## src/rtl/aq_axis_arb_pkg.sv

```systemverilog
// Shared types and constants for the packet arbiter.
// No logic; state encoding, counter width and a constant clog2 helper.
package aq_axis_arb_pkg;

    typedef enum logic {
        ST_IDLE = 1'b0,
        ST_XFER = 1'b1
    } state_t;

    localparam int PKT_CNT_W = 32;

    function automatic int clog2(input int v);
        int r;
        r = 0;
        while ((1 << r) < v) begin
            r++;
        end
        return r;
    endfunction

endpackage

```

## src/rtl/aq_rr_pick.sv

```systemverilog
// Round-robin picker: first set req bit strictly after 'last', wrapping modulo N.
// Latency: purely combinational.
// Backpressure: none; found is low when no bit of req is set.
module aq_rr_pick
    import aq_axis_arb_pkg::*;
#(
    parameter int N    = 4,
    parameter int ID_W = 2
) (
    input  logic [N-1:0]    req,
    input  logic [ID_W-1:0] last,
    output logic            found,
    output logic [ID_W-1:0] idx
);

    // Sum of start offset and winner offset reaches 2N-1; keep headroom for idx slicing too.
    localparam int SW = ((clog2(2 * N) > ID_W) ? clog2(2 * N) : ID_W) + 1;
    localparam logic [SW-1:0] N_L = SW'(N);

    logic [SW-1:0] w_start;
    logic [N-1:0]  w_rot;
    logic [SW-1:0] w_off;
    logic [SW-1:0] w_sum;

    assign w_start = SW'(last) + SW'(1);
    assign w_rot   = N'({req, req} >> w_start);

    always_comb begin
        found = 1'b0;
        w_off = '0;
        for (int k = N - 1; k >= 0; k--) begin
            if (w_rot[k]) begin
                found = 1'b1;
                w_off = SW'(k);
            end
        end
    end

    assign w_sum = w_start + w_off;
    assign idx   = (w_sum >= N_L) ? ID_W'(w_sum - N_L) : ID_W'(w_sum);

endmodule

```

## src/rtl/aq_axis_pkt_arbiter.sv

```systemverilog
// Packet-level round-robin arbiter feeding the FIFO write port from N_SRC AXI-Stream sources.
// Latency: 1 arbitration cycle per packet, then zero-latency combinational pass-through.
// Backpressure: M_AXIS_TREADY routed to the granted source only; almost-full blocks new grants.
module aq_axis_pkt_arbiter
    import aq_axis_arb_pkg::*;
#(
    parameter int N_SRC = 4,
    parameter int WIDTH = 64,
    parameter int ID_W  = 2
) (
    input  logic                   ACLK,
    input  logic                   RST,
    input  logic [N_SRC-1:0]       SRC_ENA,
    input  logic [N_SRC-1:0]       S_AXIS_TVALID,
    output logic [N_SRC-1:0]       S_AXIS_TREADY,
    input  logic [N_SRC-1:0]       S_AXIS_TLAST,
    input  logic [N_SRC*WIDTH-1:0] S_AXIS_TDATA,
    output logic                   M_AXIS_TVALID,
    input  logic                   M_AXIS_TREADY,
    output logic                   M_AXIS_TLAST,
    output logic [WIDTH-1:0]       M_AXIS_TDATA,
    output logic [ID_W-1:0]        M_AXIS_TID,
    input  logic                   FIFO_ALM_FULL,
    output logic                   BUSY,
    output logic [PKT_CNT_W-1:0]   PKT_COUNT
);

    state_t                 r_state;
    logic [ID_W-1:0]        r_gnt;
    logic [ID_W-1:0]        r_last;
    logic [PKT_CNT_W-1:0]   r_pkt_count;

    logic [N_SRC-1:0]       w_req;
    logic                   w_found;
    logic [ID_W-1:0]        w_win;
    logic                   w_busy;
    logic                   w_sel_vld;
    logic                   w_sel_last;
    logic                   w_beat_last;
    logic [WIDTH-1:0]       w_src_dat [N_SRC];

    always_comb begin
        for (int i = 0; i < N_SRC; i++) begin
            w_src_dat[i] = S_AXIS_TDATA[i*WIDTH +: WIDTH];
        end
    end

    assign w_req = S_AXIS_TVALID & SRC_ENA;

    aq_rr_pick #(
        .N    (N_SRC),
        .ID_W (ID_W)
    ) u_pick (
        .req   (w_req),
        .last  (r_last),
        .found (w_found),
        .idx   (w_win)
    );

    // Every output is gated by BUSY so nothing from an unselected source leaks in IDLE.
    assign w_busy      = (r_state == ST_XFER);
    assign w_sel_vld   = w_busy & S_AXIS_TVALID[r_gnt];
    assign w_sel_last  = w_busy & S_AXIS_TLAST[r_gnt];
    assign w_beat_last = w_sel_vld & M_AXIS_TREADY & w_sel_last;

    assign M_AXIS_TVALID = w_sel_vld;
    assign M_AXIS_TLAST  = w_sel_last;
    assign M_AXIS_TDATA  = w_busy ? w_src_dat[r_gnt] : '0;
    assign M_AXIS_TID    = r_gnt;
    assign S_AXIS_TREADY = w_busy ? (N_SRC'(M_AXIS_TREADY) << r_gnt) : '0;
    assign BUSY          = w_busy;
    assign PKT_COUNT     = r_pkt_count;

    always_ff @(posedge ACLK) begin
        if (RST) begin
            r_state     <= ST_IDLE;
            r_gnt       <= '0;
            r_last      <= ID_W'(N_SRC - 1);
            r_pkt_count <= '0;
        end else begin
            case (r_state)
                ST_IDLE: begin
                    if (w_found && !FIFO_ALM_FULL) begin
                        r_gnt   <= w_win;
                        r_last  <= w_win;
                        r_state <= ST_XFER;
                    end
                end
                ST_XFER: begin
                    if (w_beat_last) begin
                        r_state     <= ST_IDLE;
                        r_pkt_count <= r_pkt_count + 1'b1;
                    end
                end
                default: r_state <= ST_IDLE;
            endcase
        end
    end

endmodule

```

## config.mk

```make
export PLATFORM = sky130hd
export DESIGN_NAME = aq_axis_pkt_arbiter
export DESIGN_NICKNAME = d
export VERILOG_FILES = /design/src/rtl/aq_axis_arb_pkg.sv /design/src/rtl/aq_rr_pick.sv /design/src/rtl/aq_axis_pkt_arbiter.sv
export SDC_FILE = /design/constraint.sdc
export NUM_CORES = 1
export LEC_CHECK = 0
export CAP_MARGIN = 0
export CORE_AREA = 2 2 148 150
export CTS_CLUSTER_SIZE = 14
export DETAILED_ROUTE_END_ITERATION = 6
export DIE_AREA = 0 0 150 152
export SLEW_MARGIN = 25
export SYNTH_ARGS = -nofsm -noshare
export SYNTH_HDL_FRONTEND = slang
export SYNTH_SLANG_ARGS = --single-unit
```

## constraint.sdc

```tcl
create_clock -name ACLK -period 2.5 [get_ports ACLK]
set_input_delay 0.75 -clock ACLK [delete_from_list [all_inputs] [get_ports ACLK]]
set_output_delay 0.75 -clock ACLK [all_outputs]
set_load 0.02 [all_outputs]
```

==> reports/summary.txt, run 1 <==
CLOCKING
----------------------------------------------------------------------------------------------------
Cell at the root of the clock tree                                                      sky130_fd_sc_hd__clkbuf_16
Cts hold-fix bufs                                                                                  0
TritonCTS clock tree                                                                           built
Max H-tree Level                                                                                   2
Clock latency of the later-clocked register in the worst-skew pair                           0.28 ns
Clock-pin slew reported for the worst setup and hold paths after clock tree synthesis        0.05 ns
Sink Count                                                                                        37
Number of CTS-inserted buffers                                                                     5
Max Buffers Root-to-Sink                                                                           2

SYNTHESIS
----------------------------------------------------------------------------------------------------
Area share of fa/ha/maj cells after synthesis                                                0.00644
Number of flops mapped to enable cells by yosys                                                    0
Cell taking the most area after synthesis                                               sky130_fd_sc_hd__mux4_2
Post-Syn Instances                                                                               381
Synthesis Warnings                                                                                 0
Synthesis-stage register bit count                                                                37
Complex-gate fraction of the synthesized area                                                 0.0724
Netlist area before placement                                                               3890 um2
Cell with the most instances after synthesis                                            sky130_fd_sc_hd__and2_1
Share of synthesized area spent on multiplexers                                                0.385
Mean area per synthesized cell                                                              10.2 um2
Register area share after synthesis                                                            0.191
Area share of and/or/nand/nor cells after synthesis                                            0.255
Post-synth top flop                                                                     sky130_fd_sc_hd__dfxtp_1
Number of distinct standard cells referenced by the synthesized netlist                           43
Synth top area cells                                                                    sky130_fd_sc_hd__mux4_2, sky130_fd_sc_hd__dfxtp_1, sky130_fd_sc_hd__and2_1
Synth Area in XOR/XNOR                                                                        0.0496
Share of Yosys cell area claimed by the top area cell type                                     0.382
Post-synth ARST share                                                                              0
Dominant combinational cell family by area after synthesis                              multiplexers
Top cells by count, synth                                                               sky130_fd_sc_hd__and2_1, sky130_fd_sc_hd__mux4_2, sky130_fd_sc_hd__dfxtp_1, sky130_fd_sc_hd__nor2_1
Net count of the mapped netlist                                                                  655

STA
----------------------------------------------------------------------------------------------------
Transition time of the tightest slew-check pin                                              0.594 ns
Ratio of final minimum period to clock period                                                   1.03
Worst slew margin                                                                              0.601
Final worst path period need                                                                 2.57 ns
RSZ-0062 raised after global routing                                                            true
Worst Skew                                                                                0.00274 ns
Setup slack of the critical path after layout                                             -0.0684 ns
Hold Worst Slack                                                                            0.487 ns
Final Hold Viols                                                                                   0
Highest clock frequency the design can meet                                                  389 MHz
Finish-stage setup viols                                                                          57
Final Max Tran Viols                                                                               0

POWER AND IR DROP
----------------------------------------------------------------------------------------------------
Portion of total power attributed to sequential cells                                          0.218
VDD IR-drop max                                                                           0.000209 V
Switching power summed over all nets                                                        0.842 mW
Gate power share                                                                               0.542
Share of power burned in the clock network                                                     0.240
Cell internal pwr                                                                            2.02 mW
Switching Fraction                                                                             0.294
Total power per unit cell area                                                            328 nW/um2
Leak Pwr                                                                                     3.77 nW

FINISH
----------------------------------------------------------------------------------------------------
Share of final-layout standard cells stronger than drive strength 1                            0.365
Post-layout nets                                                                                1065
Filler-free cell count of the finished design                                                   1083
Area growth from synthesis to layout                                                            125%

HOLD PATH
----------------------------------------------------------------------------------------------------
Hold/Removal Path Class                                                                 register to register
Hold Path Depth                                                                                    2
Terminating pin of the worst hold path                                                  PKT_COUNT[31]
Launch point of the worst hold path                                                     PKT_COUNT[31]

ROUTING
----------------------------------------------------------------------------------------------------
Routed vias                                                                                     4896
Number of detailed-routing iterations run before antenna repair                                    4
Routed wire length                                                                           21.1 mm
Vias per cell                                                                                   4.52
Routed WL per cell                                                                           19.5 um
ANT nets after route                                                                               0
DRC errors left                                                                                    0
Initial drt markers                                                                              178

PLACE
----------------------------------------------------------------------------------------------------
Placed instance count                                                                           1054
Hpwl dp                                                                                      17.5 mm
Placer's final routability congestion estimate                                                 0.819
Port Buffer Count                                                                                376

FLOORPLAN
----------------------------------------------------------------------------------------------------
Cell Rows                                                                                         54
# IOs                                                                                            377
Placeable Area                                                                             21400 um2
Starting density of the core                                                                   0.182
Die Ht                                                                                        152 um
Area of the die                                                                            22800 um2
Die width                                                                                     150 um

GLOBAL ROUTE
----------------------------------------------------------------------------------------------------
Global-route wire length before repair                                                       31.8 mm
Vias in the first global route                                                                  5197
Global routing usage summed across all routing layers                                          0.182
GR Overflow Total                                                                                  0
Maximum number of pins on one net before global-route repair                                      44
Number of antenna violations at the first check in global routing                                 11

RUN
----------------------------------------------------------------------------------------------------
Max Cap Viol                                                                                       0

SETUP PATH
----------------------------------------------------------------------------------------------------
Worst reg-to-reg setup slack                                                                 0.22 ns
Endpoint of the lowest-slack register-to-register path                                  PKT_COUNT[22]
Kind of end point of the critical path                                                   output port
Cell depth of the worst flop-to-flop path                                                         10
Critical path required time                                                                  1.75 ns
Arrival @ worst endpoint                                                                     1.82 ns
Startpoint of the lowest-slack register-to-register path                                M_AXIS_TID[0]
Crit Path Class                                                                         register to output port
Setup crit start kind                                                                       register
CP max FO                                                                                          8

RUN STATUS
----------------------------------------------------------------------------------------------------
Status                                                                                  finished, violations left
Failing checks                                                                          negative setup slack

through the flow:
stage                     area (um2)  setup slack (ns)  setup TNS [ns]  power (mW)  utilization
after floorplan                 3900            0.0215               0        1.27            -
after global placement          8350            -0.784          -48.33        2.11        0.391
after detailed placement        8350            -0.768          -48.50        2.12        0.391
after CTS                       8660           -0.0964           -2.62        2.89        0.406
after global routing            8720            -0.111           -4.79        3.01        0.408
final                           8730           -0.0684           -1.71        2.87        0.409
worst max-delay path, stage by stage, from the launching register on:
cell and delay, ns:
sky130_fd_sc_hd__dfxtp_4 0.37, sky130_fd_sc_hd__buf_12 0.17, sky130_fd_sc_hd__buf_16 0.16, sky130_fd_sc_hd__mux4_2 0.52, sky130_fd_sc_hd__and2_4 0.18, sky130_fd_sc_hd__buf_6 0.12
how the worst max path moves through the flow:
stage,from,to,cells past startpoint
2_1_floorplan,M_AXIS_TID[0],M_AXIS_TDATA[48],5
3_3_place_gp,S_AXIS_TDATA[63],M_AXIS_TDATA[63],4
3_5_place_dp,S_AXIS_TDATA[63],M_AXIS_TDATA[63],4
4_1_cts,M_AXIS_TID[0],M_AXIS_TDATA[55],5
5_1_grt,M_AXIS_TID[0],M_AXIS_TDATA[61],5
6_report,M_AXIS_TID[0],M_AXIS_TDATA[61],5
state kept, by name, indices dropped and copies added, names as in the netlist:
register / cells
r_last: 2
PKT_COUNT: 32
BUSY: 1
M_AXIS_TID: 2
power by group through the flow:
stage	clock network (mW)	logic, mW	registers (mW)
floorplan	0	0.648	0.627
global placement	0	1.47	0.648
detailed placement	0	1.47	0.648
CTS	0.709	1.56	0.624
global route	0.730	1.65	0.626
finish	0.689	1.55	0.624
layer usage:
metal | wire length (um) | GRT usage | vias to the layer above
li1 | - | - | 2291
met1 | 8480 | 0.232 | 2390
met2 | 10800 | 0.315 | 195
met3 | 1640 | 0.0429 | 18
met4 | 197 | 0.0296 | 2
met5 | 13 | 0 | -
logic make-up (layout without fill, tap and decap cells):
| logic type | Yosys count | count (layout) |
|---|---|---|
| buffers and inverters | 38 | 449 |
| DFF | 37 | 37 |
| and+or+nand+nor | 172 | 172 |
| other | 0 | 11 |
| xor gates and xnor gates | 22 | 22 |
| muxes | 67 | 67 |
| AOI/OAI and AO/OA | 43 | 43 |
| adders and majority gates | 2 | 2 |
cell usage in the layout (no fill, tap or decap), types with 4 or more instances in the layout:
cell and instances:
sky130_fd_sc_hd__mux4_2 66, sky130_fd_sc_hd__dfxtp_1 34, sky130_fd_sc_hd__nand2_1 15, sky130_fd_sc_hd__buf_2 4
sky130_fd_sc_hd__xor2_1 19, sky130_fd_sc_hd__a21oi_1 13, sky130_fd_sc_hd__clkbuf_16 7, sky130_fd_sc_hd__clkdlybuf4s15_1 23
sky130_fd_sc_hd__dlygate4sd2_1 239, sky130_fd_sc_hd__nand4_1 12, sky130_fd_sc_hd__nand3_1 15, sky130_fd_sc_hd__inv_1 7
sky130_fd_sc_hd__clkdlybuf4s50_1 38, sky130_fd_sc_hd__and3_1 7, sky130_fd_sc_hd__o21ai_0 13, sky130_fd_sc_hd__buf_12 13
sky130_fd_sc_hd__buf_6 69, sky130_fd_sc_hd__buf_4 36, sky130_fd_sc_hd__diode_2 11, sky130_fd_sc_hd__or3_1 10
sky130_fd_sc_hd__nor2_1 29, sky130_fd_sc_hd__buf_8 5, sky130_fd_sc_hd__and2_4 67, sky130_fd_sc_hd__and4_1 4
layout make-up:
cell class                      instances  area (um2)
Inverter                                7        26.3
Sequential cell                        37         749
Timing Repair Buffer                  434        4230
Multi-Input combinational cell        306        3190
Tap cell                              280         350
Fill cell                            2204       12600
Antenna cell                           11        27.5
Clock buffer                            8         168
repair_timing:
action / in CTS / in global routing
setup buffers: 6 / 2
endpoints found under the setup margin: 72 / 72
gates resized for setup: 799 / 18
pin swaps: 7 / 5
endpoints found under the hold margin: 0 / 0
cloned: 2 / 1
No activity file was read; power rests on OpenSTA's default activity.
==> run 2, diff against run 1 <==
--- a/config.mk
+++ b/config.mk
@@ -6,11 +6,13 @@
 export NUM_CORES = 1
 export LEC_CHECK = 0
 export CAP_MARGIN = 0
-export CORE_AREA = 2 2 148 150
+export CORE_AREA = 2 2 146 148
 export CTS_CLUSTER_SIZE = 14
 export DETAILED_ROUTE_END_ITERATION = 6
-export DIE_AREA = 0 0 150 152
+export DIE_AREA = 0 0 148 150
+export GPL_TIMING_DRIVEN = 0
 export SLEW_MARGIN = 25
 export SYNTH_ARGS = -nofsm -noshare
 export SYNTH_HDL_FRONTEND = slang
+export SYNTH_HIERARCHICAL = 1
 export SYNTH_SLANG_ARGS = --single-unit
==> reports/summary.txt, run 2 <==
POWER AND IR DROP
----------------------------------------------------------------------------------------------------
Share of power burned in the clock network                                                     0.220
Portion of total power attributed to sequential cells                                          0.222
Cell internal pwr                                                                            1.89 mW
VDD IR-drop max                                                                           0.000344 V
Total power per unit cell area                                                            321 nW/um2
Leak Pwr                                                                                     3.56 nW
Switching Fraction                                                                             0.316
Switching power summed over all nets                                                        0.874 mW
Gate power share                                                                               0.558

CLOCKING
----------------------------------------------------------------------------------------------------
Clock latency of the later-clocked register in the worst-skew pair                           0.28 ns
Clock-pin slew reported for the worst setup and hold paths after clock tree synthesis        0.06 ns
Sink Count                                                                                        37
TritonCTS clock tree                                                                           built
Number of CTS-inserted buffers                                                                     5
Max H-tree Level                                                                                   2
Max Buffers Root-to-Sink                                                                           2
Cell at the root of the clock tree                                                      sky130_fd_sc_hd__clkbuf_16

FINISH
----------------------------------------------------------------------------------------------------
Area growth from synthesis to layout                                                            117%
Post-layout nets                                                                                1075
Post-Route Utilization                                                                         0.415
Finished Cell Area                                                                          8600 um2
Commonest non-fill, non-tap cells in the layout                                         sky130_fd_sc_hd__dlygate4sd2_1, sky130_fd_sc_hd__buf_6, sky130_fd_sc_hd__and2_4
Most common library cell in the layout ignoring fill and taps                           sky130_fd_sc_hd__dlygate4sd2_1
Flip-flop count of the largest register after layout                                              32
Share of final-layout standard cells stronger than drive strength 1                            0.343

RUN
----------------------------------------------------------------------------------------------------
Max Cap Viol                                                                                       0

STA
----------------------------------------------------------------------------------------------------
Highest clock frequency the design can meet                                                  381 MHz
Worst slew margin                                                                              0.617
Worst Skew                                                                                0.00471 ns
Transition time of the tightest slew-check pin                                              0.574 ns
Setup slack of the critical path after layout                                              -0.123 ns
Finish-stage setup viols                                                                          64
Final Hold Viols                                                                                   0
Final worst path period need                                                                 2.62 ns
Ratio of final minimum period to clock period                                                   1.05
Final Max Tran Viols                                                                               0
RSZ-0062 raised after global routing                                                            true

SETUP PATH
----------------------------------------------------------------------------------------------------
Kind of end point of the critical path                                                   output port
CP max FO                                                                                         10
Worst reg-to-reg setup slack                                                                 0.08 ns
Startpoint of the lowest-slack register-to-register path                                M_AXIS_TID[0]
Cell depth of the worst flop-to-flop path                                                          8
Highest cell delay on the worst timing path                                                  0.52 ns
Arrival @ worst endpoint                                                                     1.87 ns
Largest delay share family, worst path                                                  buffers and inverters
Endpoint of the lowest-slack register-to-register path                                  PKT_COUNT[26]
Crit Path Class                                                                         register to output port
Critical path required time                                                                  1.75 ns
Crit path max-delay cell type                                                           sky130_fd_sc_hd__mux4_2
Logic depth of the worst setup path including buffers                                              6
Chain of cells forming the critical path                                                buf_12 > buf_12 > buf_12 > mux4_2 > and2_4 > buf_6
End of the critical path                                                                M_AXIS_TDATA[56]
Setup crit start kind                                                                       register
Worst Setup SP                                                                          M_AXIS_TID[0]
Worst path bufs/invs                                                                               4
Critical Path Most Common Cell                                                          sky130_fd_sc_hd__buf_12

GLOBAL ROUTE
----------------------------------------------------------------------------------------------------
Global-route wire length before repair                                                       32.2 mm
GR Overflow Total                                                                                  0
Vias in the first global route                                                                  4950
Number of antenna violations at the first check in global routing                                 18
Global routing usage summed across all routing layers                                          0.195
Maximum number of pins on one net before global-route repair                                      12

SYNTHESIS
----------------------------------------------------------------------------------------------------
Synth top area cells                                                                    sky130_fd_sc_hd__mux4_2, sky130_fd_sc_hd__dfxtp_1, sky130_fd_sc_hd__and2_1
Share of Yosys cell area claimed by the top area cell type                                     0.370
Mean area per synthesized cell                                                              9.98 um2
Post-synth ARST share                                                                              0
Net count of the mapped netlist                                                                  671
Synthesis-stage register bit count                                                                37
Number of flops mapped to enable cells by yosys                                                    0
Top cells by count, synth                                                               sky130_fd_sc_hd__and2_1, sky130_fd_sc_hd__mux4_2, sky130_fd_sc_hd__dfxtp_1, sky130_fd_sc_hd__nor2_1, sky130_fd_sc_hd__clkbuf_1
Cell taking the most area after synthesis                                               sky130_fd_sc_hd__mux4_2
Number of distinct standard cells referenced by the synthesized netlist                           46
Post-Syn Instances                                                                               397
Netlist area before placement                                                               3960 um2
Post-synth top flop                                                                     sky130_fd_sc_hd__dfxtp_1
Cell with the most instances after synthesis                                            sky130_fd_sc_hd__and2_1
Synthesis Warnings                                                                                 6
Register area share after synthesis                                                            0.187

FLOORPLAN
----------------------------------------------------------------------------------------------------
Area of the die                                                                            22200 um2
Die width                                                                                     148 um
Starting density of the core                                                                   0.191
Placeable Area                                                                             20700 um2
# IOs                                                                                            377
Die Ht                                                                                        150 um
Cell Rows                                                                                         53

ROUTING
----------------------------------------------------------------------------------------------------
Number of detailed-routing iterations run before antenna repair                                    4
DRC errors left                                                                                    0
Vias per cell                                                                                   4.62
Initial drt markers                                                                              188
ANT nets after route                                                                               0
Routed wire length                                                                           23.7 mm
Routed vias                                                                                     5014
Routed WL per cell                                                                           21.8 um

RUN STATUS
----------------------------------------------------------------------------------------------------
Status                                                                                  finished, violations left
Failing checks                                                                          negative setup slack

PLACE
----------------------------------------------------------------------------------------------------
Port Buffer Count                                                                                376
Placer's final routability congestion estimate                                                 0.896
Hpwl dp                                                                                      20.0 mm
Placement-stage cell area                                                                   8080 um2

HOLD PATH
----------------------------------------------------------------------------------------------------
Hold/Removal Path Class                                                                 register to register

==> run 2: worst min-delay path: stages (launching register included) <==
cell,delay (ns)
sky130_fd_sc_hd__dfxtp_1,0.32
sky130_fd_sc_hd__o31ai_1,0.06
sky130_fd_sc_hd__a21oi_1,0.05
==> run 2: worst min path at each step <==
stage | start | to | slack, ns | cells after the start
after floorplan | r_last[0] | r_last[0] | 0.55 | 2
after global placement | PKT_COUNT[31] | PKT_COUNT[31] | 0.47 | 2
after detailed placement | PKT_COUNT[31] | PKT_COUNT[31] | 0.48 | 2
after CTS | PKT_COUNT[31] | PKT_COUNT[31] | 0.49 | 2
after global routing | PKT_COUNT[29] | PKT_COUNT[29] | 0.53 | 2
final | PKT_COUNT[31] | PKT_COUNT[31] | 0.49 | 2
==> run 2: cells by family (layout without fill, tap and decap cells) <==
logic type,Yosys count,count (layout),synth area share
compound gates,38,38,0.0616
xor+xnor,21,21,0.0464
fa+ha+maj,2,2,0.00632
buf+inv,45,450,0.0464
flops,37,37,0.187
mux,69,69,0.380
other cells,0,9,0
simple gates,185,185,0.273
==> run 2: repair_timing <==
item / 4_1_cts / 5_1_grt
pin swaps: 7 / 9
setup endpoints to repair: 90 / 82
hold buffers: 0 / 0
setup buffers: 12 / 9
cloned: 0 / 2
resized for setup: 804 / 29
==> run 2: stage by stage <==
| step | TNS [ns] | total power [mW] | hold WS, ns | cells | setup WS, ns |
|---|---|---|---|---|---|
| after floorplan | -2.89 | 1.28 | 0.547 | 397 | -0.119 |
| after global placement | -61.39 | 2.06 | 0.471 | 1048 | -1.16 |
| after detailed placement | -62.28 | 2.06 | 0.481 | 1048 | -1.15 |
| after CTS | -5.20 | 2.73 | 0.491 | 1068 | -0.136 |
| after global routing | -8.32 | 2.89 | 0.532 | 1082 | -0.179 |
| final | -4.71 | 2.76 | 0.486 | 1086 | -0.123 |
==> run 2: layer usage <==
metal  part of all wire  track usage  wire [um]  up-vias
li1                   -            -          -     2332
met3              0.095       0.0686       2240       33
met2               0.50        0.323      11700      236
met1               0.39        0.248       9260     2403
met4              0.015       0.0381        352       10
met5             0.0029            0         68        -
==> run 2: area by class of cell <==
cell class / instances / area, um2
Timing Repair Buffer: 399 / 3740
Sequential cell: 37 / 743
Buffer: 33 / 332
Multi-Input combinational cell: 315 / 3240
Antenna cell: 9 / 22.5
Tap cell: 275 / 344
Clock buffer: 6 / 129
Inverter: 10 / 37.5
Clock inverter: 2 / 10.0
Fill cell: 2126 / 12100
==> run 2: power groups by stage <==
stage / clock network, mW / registers, mW / logic (mW)
2_1_floorplan: 0 / 0.628 / 0.656
3_5_place_dp: 0 / 0.624 / 1.44
5_1_grt: 0.641 / 0.616 / 1.63
3_3_place_gp: 0 / 0.624 / 1.43
4_1_cts: 0.615 / 0.614 / 1.50
6_report: 0.607 / 0.615 / 1.54
